[src/rtl/lut3d_cfg_loader.sv]
// 3D LUT reload sequencer: streams exactly GS^3 entries into the LUT
// config port, repairing short or long upstream streams.
module lut3d_cfg_loader #(
  parameter int GS     = 33,
  parameter int LUT_CD = 10
) (
  input  logic                clk,
  input  logic                rstn,
  input  logic                i_start,
  input  logic                i_frame_idle,
  input  logic [LUT_CD*3-1:0] s_data,
  input  logic                s_valid,
  input  logic                s_last,
  output logic                s_ready,
  output logic [LUT_CD*3-1:0] o_cfg_data,
  output logic                o_cfg_valid,
  output logic                o_cfg_last,
  output logic                o_pix_hold,
  output logic                o_busy,
  output logic                o_done,
  output logic                o_err_short,
  output logic                o_err_long
);

  localparam int N  = GS * GS * GS;
  localparam int CW = $clog2(N);
  localparam int DW = LUT_CD * 3;
  localparam logic [CW-1:0] LAST = CW'(N - 1);

  typedef enum logic [2:0] {
    IDLE, WAIT, LOAD, PAD, DRAIN, DONE
  } state_t;

  state_t          st, nxt;
  logic [CW-1:0]   cnt, cnt_n;
  logic            v_n, l_n, es_n, el_n;
  logic [DW-1:0]   d_n;
  logic            at_end;

  assign at_end     = (cnt == LAST);
  assign s_ready    = (st == LOAD) || (st == DRAIN);
  assign o_busy     = (st != IDLE);
  assign o_pix_hold = (st != IDLE);
  assign o_done     = (st == DONE);

  always_comb begin
    nxt   = st;
    cnt_n = cnt;
    v_n   = 1'b0;
    d_n   = '0;
    l_n   = 1'b0;
    es_n  = o_err_short;
    el_n  = o_err_long;
    unique case (st)
      IDLE: begin
        if (i_start) begin
          nxt   = WAIT;
          cnt_n = '0;
          es_n  = 1'b0;
          el_n  = 1'b0;
        end
      end
      WAIT: begin
        if (i_frame_idle) nxt = LOAD;
      end
      LOAD: begin
        if (s_valid) begin
          v_n = 1'b1;
          d_n = s_data;
          l_n = at_end;
          if (at_end) begin
            nxt = s_last ? DONE : DRAIN;
          end else begin
            cnt_n = cnt + CW'(1);
            if (s_last) begin
              nxt  = PAD;
              es_n = 1'b1;
            end
          end
        end
      end
      PAD: begin
        v_n = 1'b1;
        l_n = at_end;
        if (at_end) nxt = DONE;
        else cnt_n = cnt + CW'(1);
      end
      DRAIN: begin
        if (s_valid) begin
          el_n = 1'b1;
          if (s_last) nxt = DONE;
        end
      end
      DONE: nxt = IDLE;
      default: nxt = IDLE;
    endcase
  end

  always_ff @(posedge clk or negedge rstn) begin
    if (!rstn) begin
      st          <= IDLE;
      cnt         <= '0;
      o_cfg_valid <= 1'b0;
      o_cfg_data  <= '0;
      o_cfg_last  <= 1'b0;
      o_err_short <= 1'b0;
      o_err_long  <= 1'b0;
    end else begin
      st          <= nxt;
      cnt         <= cnt_n;
      o_cfg_valid <= v_n;
      o_cfg_data  <= d_n;
      o_cfg_last  <= l_n;
      o_err_short <= es_n;
      o_err_long  <= el_n;
    end
  end

endmodule

[config.mk]
export PLATFORM = sky130hd
export DESIGN_NAME = lut3d_cfg_loader
export DESIGN_NICKNAME = d
export VERILOG_FILES = /design/src/rtl/lut3d_cfg_loader.sv
export SDC_FILE = /design/constraint.sdc
export NUM_CORES = 1
export LEC_CHECK = 0
export CORE_MARGIN = 2
export CORE_UTILIZATION = 30
export DETAILED_ROUTE_END_ITERATION = 7
export SETUP_SLACK_MARGIN = 0.1
export SLEW_MARGIN = 5
export SYNTH_ARGS = -nofsm -noshare
export SYNTH_HDL_FRONTEND = slang
export SYNTH_SLANG_ARGS = --single-unit
[constraint.sdc]
create_clock -name clk -period 4.8 [get_ports clk]
set_input_delay 1.2 -clock clk [delete_from_list [all_inputs] [get_ports clk]]
set_output_delay 1.2 -clock clk [all_outputs]
set_load 0.01 [all_outputs]
# == Word level (Yosys, flattened, before mapping) ==
# Index checks and enable logic that the tools add are counted.
# W data, S select, Z words.
# classes
add_sub_neg,1
eq_ne,15
muxes,27
reduce_logical,10
# op_table
op,count
$mux W30,2
$mux W16,3
$pmux W16 S3,1
$mux W3,8
$add A16 B1 Y16 const B,1
$eq A16 B16 Y1 const B,1
$ne A2 B2 Y1 const B,8
$pmux W3 S5,1
$mux W1,8
$pmux W1 S2,4
$reduce_and A7 Y1,1
$eq A3 B2 Y1 const B,2
$eq A3 B3 Y1 const B,2
$reduce_and A3 Y1,2
$reduce_bool A3 Y1,2
$reduce_and A5 Y1,1
$reduce_bool A2 Y1,2
$eq A3 B1 Y1 const B,1
$logic_not A3 Y1,1
$ne A3 B3 Y1 const B,1
$logic_or A1 B1 Y1,1
# word_totals
register_bits,53
inputBits,36
word_cells,60

# == Longest topological paths before layout ==
# Gate-level depths: netlist of the first run.
# logic_depth
ltp_word,4
depth_mapped,7
mapped_depth_nobuf,7

# == Worst setup path before layout of the first run ==
# OpenSTA, ideal clock, no wires.
# synth_timing
kind,flip-flop to output port
start,register st[2]
end,output port o_pix_hold
t_arrival_ns,1.270
t_required_ns,3.600
path_slack_ns,2.330
stages_incl_launch_ff,5
path_buffers,2
cell_sequence,dfrtp_1 > buf_2 > nor3_1 > inv_1 > buf_4
# synth_via
elab_chain_cells,1
# synth_lines
element,line_no,rtl
start: declaration,34,"state_t st, nxt;"
start signal: assignment,109,st <= nxt;
$reduce_bool A3 Y1,n/a,
end: declaration,18,"output logic o_pix_hold,"
# Every way passes these cells.

# == Worst setup path in the final report of the first run ==
# layout_timing
start,register st[2]
end,output port o_pix_hold
# layout_via
elab_chain_cells,1
# layout_lines
element,line_no,rtl
$reduce_bool A3 Y1,43,assign o_pix_hold = (st != IDLE);
# Every way passes these cells.

==> results of run 1 <==
area by class of cell:
class / count / share of cell area
Clock buffer: 5 / 0.02117
Clock inverter: 3 / 0.01463
Inverter: 5 / 0.006159
Multi-Input combinational cell: 138 / 0.2852
Sequential cell: 53 / 0.4080
Tap cell: 102 / 0.03926
Timing Repair Buffer: 74 / 0.2256
kinds of logic (layout without fill, tap and decap cells):
group,Yosys count,after routing,share of synthesized area
flip-flops,53,53,0.5730
AO/OA/AOI/OAI,41,41,0.1227
XOR/XNOR,3,3,0.01135
adder cells (fa/ha/maj),2,2,0.01081
buffers and inverters,13,87,0.02648
AND/OR/NAND/NOR,92,92,0.2557
worst paths after layout:
| check | startpoint | to |
|---|---|---|
| min reg2reg | o_err_short | o_err_short |
| min | o_err_short | o_err_short |
| max reg2reg | st[1] | cnt[14] |
| max | st[2] | o_pix_hold |
| max in group asynchronous | rstn | o_cfg_data[24] |
| min in group asynchronous | rstn | o_cfg_data[19] |
per-stage QoR:
step | total power (uW) | utilization | worst slack (ps)
floorplan | 605.6 | - | 2330
global placement | 676.6 | 0.4120 | 1788
detailed placement | 678.8 | 0.4120 | 1788
CTS | 995.8 | 0.4273 | 1484
global route | 1042 | 0.4273 | 1325
finish | 987.7 | 0.4273 | 1518
layer usage:
layer  GRT usage  share of wire
met1      0.1715           0.44
met4     0.04975          0.014
met5           0              0
met2      0.1906           0.44
met3     0.06902           0.11
cell usage after synthesis (all sizes together), types with 2 or more instances:
cell type / n
nor3: 2
nand2b: 3
a41oi: 2
o31ai: 4
a21o: 2
and2: 35
nor2b: 2
nand2: 13
nand4: 6
and3: 3
nor4: 2
and4: 3
ha: 2
dfrtp: 53
inv: 4
nor4b: 2
a21oi: 10
buf: 5
xor2: 2
clkbuf: 3
o21ai: 15
nand3: 4
nor2: 12
state kept, by name, indices dropped and copies added, names as in the netlist:
| signal | flops |
|---|---|
| st | 3 |
| cnt | 16 |
| o_err_long | 1 |
| o_cfg_valid | 1 |
| o_cfg_data | 30 |
| o_err_short | 1 |
| o_cfg_last | 1 |
power breakdown:
group	internal, uW	switching (uW)	leakage [uW]
clock network	159	160	0.0000591
registers	482	51.6	0.000713
logic	76.4	58.1	0.000637
total	718	270	0.00141
==> impl_metrics.csv, run 1 <==
group,metric,value,unit
run_status,status,"finished clean",
clocking,cts_buffer_depth,2,
clocking,cts_tree,"built",
yosys,synth_top_area_frac,0.5730,
clocking,htreeDepth,2,
grt,gr-usage-all-layers,0.1333,
detailed_routing,num_vias,1737,
sta,rsz0062_at_grt,"no",
floorplan,die_h,91.84,microns
clocking,ctsResizeCount,0,
layout,layout-drive-gt1-share,0.09712,
detailed_routing,routed_wl,5.248,mm
layout,final_common_cell,"clkdlybuf4s50_1",
sta,fin_skew,5.917,ps
sta,slew_headroom,0.4536,
critical_path,arrival,2080,ps
detailed_routing,antenna_left,0,
critical_path,worstSetupEndpointType,"primary output",
floorplan,core-area,7607,sq um
floorplan,die_x,91.84,microns
sta,final-hold-violation-count,0,
yosys,synth-async-reset-ratio,1.000,
detailed_routing,wl_per_cell,13.81,microns
layout,area_growth,40.43,%
layout,fin_cells,380,
critical_path,path_class,"reg -> out",
place,placed_area,3134,sq um
sta,tns,0,ps
sta,layout_min_cycle_time,3282,ps
grt,gr-total-overflow,0,
power,power_density,303.8,nW/um^2
critical_path,r2r_cells,5,
sta,holdWs,518.0,ps
clocking,cts_buffers,5,
clocking,clock_sinks,53,
critical_path,crit_fanout,11,
yosys,synth_warnings,0,
yosys,synth-seq-area-share,0.5730,
sta,finalSetupViolations,0,
yosys,synthFlopType,"dfrtp_1",
critical_path,crit_cells,3,
yosys,syn_nets,242,
critical_path,reg2reg_slack,2870,ps
run,cap_violations,0,
yosys,post-synth-top-area-cell,"dfrtp_1",
floorplan,io_pins,74,
critical_path,crit_path_max_incr_delay,600,ps
floorplan,dieArea,8435,sq um
clocking,cts_root_buf,"clkbuf_8",
layout,fill_cells,734,
critical_path,cp_cell_sequence,"nor3_1 > inv_1 > clkdlybuf4s50_1",
critical_path,slowest_stage,"nor3_1",
sta,clock.fmax,304.7,MHz
grt,grt_start_max_net_pins,36,
power,p_leak,0.001409,uW
floorplan,start_util,0.3043,
place,dp_hpwl,3.763,mm
detailed_routing,avgViaCountPerCell,4.571,
floorplan,core.rowCount,32,
yosys,synth_cells,204,
critical_path,critPathBufInv,2,
clocking,hold_buffers,0,
detailed_routing,drtIter0Drc,127,
grt,grt_pass1_vias,1744,
grt,antenna_found_initial,0,
layout,fin_nets,315,
critical_path,cp_top_family,"buffers and inverters",
yosys,synth-edff-count,0,
yosys,ys_ff_latch,53,
sta,tightest_slew,819.7,ps
min_path,holdPathStages,1,
grt,grt_pass1_wl,8.769,mm
critical_path,worstPathRequired,3600,ps
clocking,cts_setup_buffers,0,
min_path,hp-class,"reg -> reg",
layout,final_area,3251,sq um
detailed_routing,firstDrtPassIters,4,
layout,multiInputGateArea,927.1,sq um
place,dp_cells,372,
critical_path,critPathLaunchType,"register",
yosys,ys_types,48,
layout,antennaDiodeCount,0,
place,place_congestion,0.7730,
sta,slew_violations,0,
sta,finalCritPeriodShare,0.6837,
yosys,syn_area,2315,sq um
layout,layout_common_cells,"clkdlybuf4s50_1, dfrtp_1, and2_1",
layout,ff_latch_area,1326,sq um
clocking,insertion_delay,310,ps
yosys,ys_top_cells_by_area,"dfrtp_1, and2_1, nand2_1, nor2_1, a21oi_1",
place,portBuffers,73,
yosys,syn-mean-instance-area,11.35,sq um
detailed_routing,post-route-drc-count,0,
power,peakVddDrop,122.8,uV
clocking,clk_pin_slew_worst_paths,100,ps
No activity file was read; power rests on OpenSTA's default activity.
==> run 2: changes to the inputs <==
Clock period 4.8 ns to 3.2 ns, I/O delays scaled along.
==> impl_metrics.csv, run 2 (synthesized netlist as in run 1, its figures left out) <==
group,metric,value,unit
run_status,status,"finished clean",
detailed_routing,wl_per_cell,13.68,microns
detailed_routing,antenna_left,0,
power,swShare,0.2883,
layout,final_common_cell,"clkdlybuf4s50_1",
clocking,cts_root_buf,"clkbuf_8",
critical_path,cp_cell_sequence,"nor3_1 > inv_1 > clkdlybuf4s50_1",
critical_path,r2r-start,"st[2]",
sta,holdWs,459.8,ps
sta,clock.fmax,345.0,MHz
power,p_clk_frac,0.277,
power,power_density,430.4,nW/um^2
grt,antenna_found_initial,0,
floorplan,io_pins,74,
grt,grt_pass1_wl,8.921,mm
grt,grt_pass1_vias,1827,
clocking,cts_buffer_depth,2,
place,portBuffers,73,
power,pwr-share-seq,0.573,
clocking,cts_tree,"built",
detailed_routing,routed_wl,5.240,mm
layout,post-route-util,0.4268,
sta,slew_violations,0,
detailed_routing,num_vias,1798,
layout,largest-register,"o_cfg_data",
clocking,clock_sinks,53,
sta,rsz0062_at_grt,"no",
floorplan,die_x,91.84,microns
critical_path,crit_fanout,11,
layout,area_growth,40.27,%
sta,slew_headroom,0.5550,
critical_path,arrival,2100,ps
power,p_comb_frac,0.151,
floorplan,core-area,7607,sq um
floorplan,start_util,0.3043,
layout,antennaDiodeCount,0,
critical_path,path_class,"reg -> out",
critical_path,crit_path_max_incr_delay,620,ps
sta,final-hold-violation-count,0,
power,switchingPower,402.8,uW
detailed_routing,drtIter0Drc,100,
critical_path,crit_cells,3,
clocking,ctsResizeCount,0,
critical_path,worstSetupEndpointType,"primary output",
grt,gr-usage-all-layers,0.1346,
place,place_ws,652.0,ps
power,peakVddDrop,222.9,uV
layout,layout_common_cells,"clkdlybuf4s50_1, dfrtp_1, and2_1",
clocking,htreeDepth,2,
grt,gr-total-overflow,0,
layout,reg_top3,"o_cfg_data (30), cnt (16), st (3)",
critical_path,slowest_stage,"nor3_1",
power,p_leak,0.001410,uW
power,intPower,994.5,uW
sta,fin_ws,301.1,ps
clocking,cts_buffers,5,
clocking,insertion_delay,310,ps
power,fin_total_pwr,1397,uW
sta,layout_min_cycle_time,2899,ps
floorplan,die_h,91.84,microns
critical_path,critPathLaunchType,"register",
floorplan,dieArea,8435,sq um
critical_path,r2r_cells,6,
grt,grt_start_max_net_pins,31,
place,place_congestion,0.8188,
min_path,hp-class,"in -> async",
critical_path,worstPathRequired,2400,ps
sta,finalSetupViolations,0,
critical_path,startpoint,"st[2]",
floorplan,core.rowCount,32,
sta,finalCritPeriodShare,0.9059,
clocking,clk_pin_slew_worst_paths,100,ps
detailed_routing,firstDrtPassIters,5,
sta,fin_skew,7.585,ps
detailed_routing,post-route-drc-count,0,
critical_path,critPathBufInv,2,
layout,largest_reg_flops,30,
clocking,cts_setup_buffers,0,
critical_path,cp_top_family,"simple AND/OR/NAND/NOR gates",
sta,tns,0,ps
sta,tightest_slew,662.5,ps
layout,fin_nets,318,
run,cap_violations,0,
clocking,hold_buffers,0,
detailed_routing,avgViaCountPerCell,4.695,
layout,fill_cells,742,
place,dp_hpwl,3.870,mm
layout,layout-drive-gt1-share,0.1068,
run 2: cell types whose count changed in the layout (fill, tap and decap cells not counted), sizes merged:
cell      change
clkinv        +1
bufinv        -1
buf           +3
inv           -1
clkinvlp      +1
run 2: per-stage QoR:
stage               cells  cell area, sq um
floorplan             204              2315
global placement      375              3157
detailed placement    375              3157
CTS                   383              3247
global route          383              3247
finish                383              3247
run 2: final timing paths:
kind                                        to  slack, ps
worst min-delay path            o_cfg_data[19]        460
worst max register to register          cnt[6]       1360
worst min register to register     o_err_short        540
max in group asynchronous               cnt[1]       2080
worst max-delay path                    o_busy        300
min in group clk                   o_err_short        540
run 2: area by class of cell:
class | count | area (sq um) | area share
inverters | 5 | 20.02 | 0.006166
clock buffers | 5 | 68.82 | 0.02119
flip-flops and latches | 53 | 1326 | 0.4085
multi-input cells | 138 | 927.1 | 0.2855
well taps | 102 | 127.6 | 0.03931
clock inverters | 3 | 21.27 | 0.006551
repair buffers | 77 | 755.7 | 0.2328
run 2: power groups by stage:
| stage | registers (uW) | clock network, uW | logic (uW) |
|---|---|---|---|
| 6_report | 800 | 386 | 211 |
| 5_1_grt | 811 | 436 | 238 |
| 4_1_cts | 801 | 409 | 215 |
| 3_5_place_dp | 813 | 0 | 214 |
| 3_3_place_gp | 815 | 0 | 212 |
| 2_1_floorplan | 794 | 0 | 114 |
run 2: layer usage:
metal / vias to the layer above / global-route usage / wire length, microns
met2: 71 / 0.1967 / 2340
met3: 10 / 0.06984 / 525
li1: 867 / - / -
met1: 850 / 0.1709 / 2277
met5: - / 0 / 0
met4: 0 / 0.04726 / 97
==> run 3: changes to the inputs <==
--- a/config.mk
+++ b/config.mk
@@ -10,2 +10,3 @@
 export DETAILED_ROUTE_END_ITERATION = 7
+export GPL_ROUTABILITY_DRIVEN = 1
 export SETUP_SLACK_MARGIN = 0.1
==> constraint.sdc (replaced) <==
create_clock -name clk -period 3.2 [get_ports clk]
set_input_delay 0.64 -clock clk [delete_from_list [all_inputs] [get_ports clk]]
set_output_delay 0.64 -clock clk [all_outputs]
set_load 0.01 [all_outputs]
==> impl_metrics.csv, run 3 (synthesized netlist as in run 1, its figures left out) <==
group,metric,value,unit
layout,fin_nets,316,
sta,fin_skew,6.077,ps
clocking,cts_tree,"built",
clocking,cts_buffer_depth,2,
power,peakVddDrop,235.6,uV
layout,final_area,3232,sq um
power,intPower,993.4,uW
floorplan,io_pins,74,
layout,layout-drive-gt1-share,0.1004,
grt,gr-total-overflow,0,
sta,rsz0062_at_grt,"no",
sta,finalCritPeriodShare,0.8539,
sta,finalSetupViolations,0,
power,switchingPower,393.7,uW
floorplan,die_h,91.84,microns
clocking,insertion_delay,310,ps
layout,post-route-util,0.4248,
floorplan,core.rowCount,32,
grt,grt_start_max_net_pins,33,
critical_path,crit_fanout,11,
detailed_routing,post-route-drc-count,0,
clocking,htreeDepth,2,
floorplan,start_util,0.3043,
detailed_routing,routed_wl,5.146,mm
layout,final_common_cell,"clkdlybuf4s50_1",
run,cap_violations,0,
critical_path,r2r_cells,6,
floorplan,core-area,7607,sq um
sta,layout_min_cycle_time,2733,ps
power,pwr-share-seq,0.578,
sta,tns,0,ps
clocking,clock_sinks,53,
sta,slew_violations,0,
power,p_leak,0.001400,uW
sta,slew_headroom,0.5682,
detailed_routing,num_vias,1782,
clocking,cts_setup_buffers,0,
detailed_routing,firstDrtPassIters,4,
sta,final-hold-violation-count,0,
place,placed_area,3142,sq um
critical_path,r2r-start,"st[2]",
critical_path,crit_path_max_incr_delay,610,ps
layout,largest_reg_flops,30,
layout,multiInputGateArea,927.1,sq um
grt,antenna_found_initial,0,
power,power_density,429.2,nW/um^2
clocking,clk_pin_slew_worst_paths,100,ps
layout,layout_common_cells,"clkdlybuf4s50_1, dfrtp_1, and2_1",
layout,antennaDiodeCount,0,
critical_path,worstPathRequired,2560,ps
power,p_clk_frac,0.272,
grt,gr-usage-all-layers,0.1305,
sta,clock.fmax,366.0,MHz
layout,largest-register,"o_cfg_data",
critical_path,slowest_stage,"nor3_1",
min_path,hp-class,"in -> async",
place,dp_hpwl,3.909,mm
critical_path,arrival,2090,ps
layout,reg_top3,"o_cfg_data (30), cnt (16), st (3)",
clocking,cts_buffers,5,
layout,ff_latch_area,1326,sq um
detailed_routing,wl_per_cell,13.51,microns
layout,fill_cells,747,
detailed_routing,drtIter0Drc,70,
place,portBuffers,73,
detailed_routing,avgViaCountPerCell,4.677,
critical_path,worstSetupEndpointType,"primary output",
sta,tightest_slew,642.7,ps
critical_path,reg2reg_to,"cnt[6]",
critical_path,reg2reg_slack,1370,ps
critical_path,cp_cell_sequence,"nor3_1 > inv_1 > clkdlybuf4s50_1",
power,p_comb_frac,0.151,
run_status,status,"finished clean",
power,swShare,0.2838,
layout,area_growth,39.62,%
clocking,ctsResizeCount,0,
critical_path,path_class,"reg -> out",
clocking,hold_buffers,0,
grt,grt_pass1_vias,1791,
grt,grt_pass1_wl,8.687,mm
floorplan,dieArea,8435,sq um
clocking,cts_root_buf,"clkbuf_8",
place,place_congestion,0.8093,
critical_path,critPathLaunchType,"register",
floorplan,die_x,91.84,microns
detailed_routing,antenna_left,0,
run 3: changes by cell type in the layout (fill, tap and decap cells not counted):
cell / change
buf_4: -2
run 3: layer usage:
layer	up-vias	part of all wire	GRT usage
li1	857	-	-
met1	846	0.41	0.1463
met2	72	0.46	0.2132
met3	7	0.11	0.07149
met4	0	0.013	0.03980
met5	-	0	0
run 3: critical path, delay by kind of cell, from the launching register on:
family / cells / cell delay [ps]
buf+inv: 2 / 640
flops: 1 / 540
simple gates: 1 / 610
run 3: metrics by stage:
stage,setup slack [ps],hold slack (ps),cells,power (uW)
floorplan,1290,344.4,204,908.4
finish,467.4,284.0,381,1387
CTS,491.4,293.7,381,1409
global placement,868.3,525.0,373,1023
global route,353.6,306.7,381,1473
detailed placement,838.0,500.0,373,1025
run 3: how the worst max path moves through the flow:
stage,from,cells past startpoint,end,slack [ps]
6_report,st[2],3,o_busy,470
5_1_grt,st[2],3,o_pix_hold,350
4_1_cts,st[2],3,o_busy,490
3_5_place_dp,st[2],3,o_busy,840
3_3_place_gp,st[2],3,o_busy,870
2_1_floorplan,st[2],4,o_pix_hold,1290
run 3: area by class of cell:
type                       instances  area share
sequential                        53      0.4104
inverter                           5    0.006194
tap                              102     0.03949
clock buffer                       5     0.02129
timing repair buffer              75      0.2292
clock inverter                     3    0.006581
multi-input combinational        138      0.2869
run 3: power groups by stage:
stage	Combinational, uW	Sequential, uW	Clock, uW
6_report	209	801	377
5_1_grt	238	812	423
4_1_cts	214	800	396
3_5_place_dp	213	813	0
3_3_place_gp	210	814	0
2_1_floorplan	114	794	0
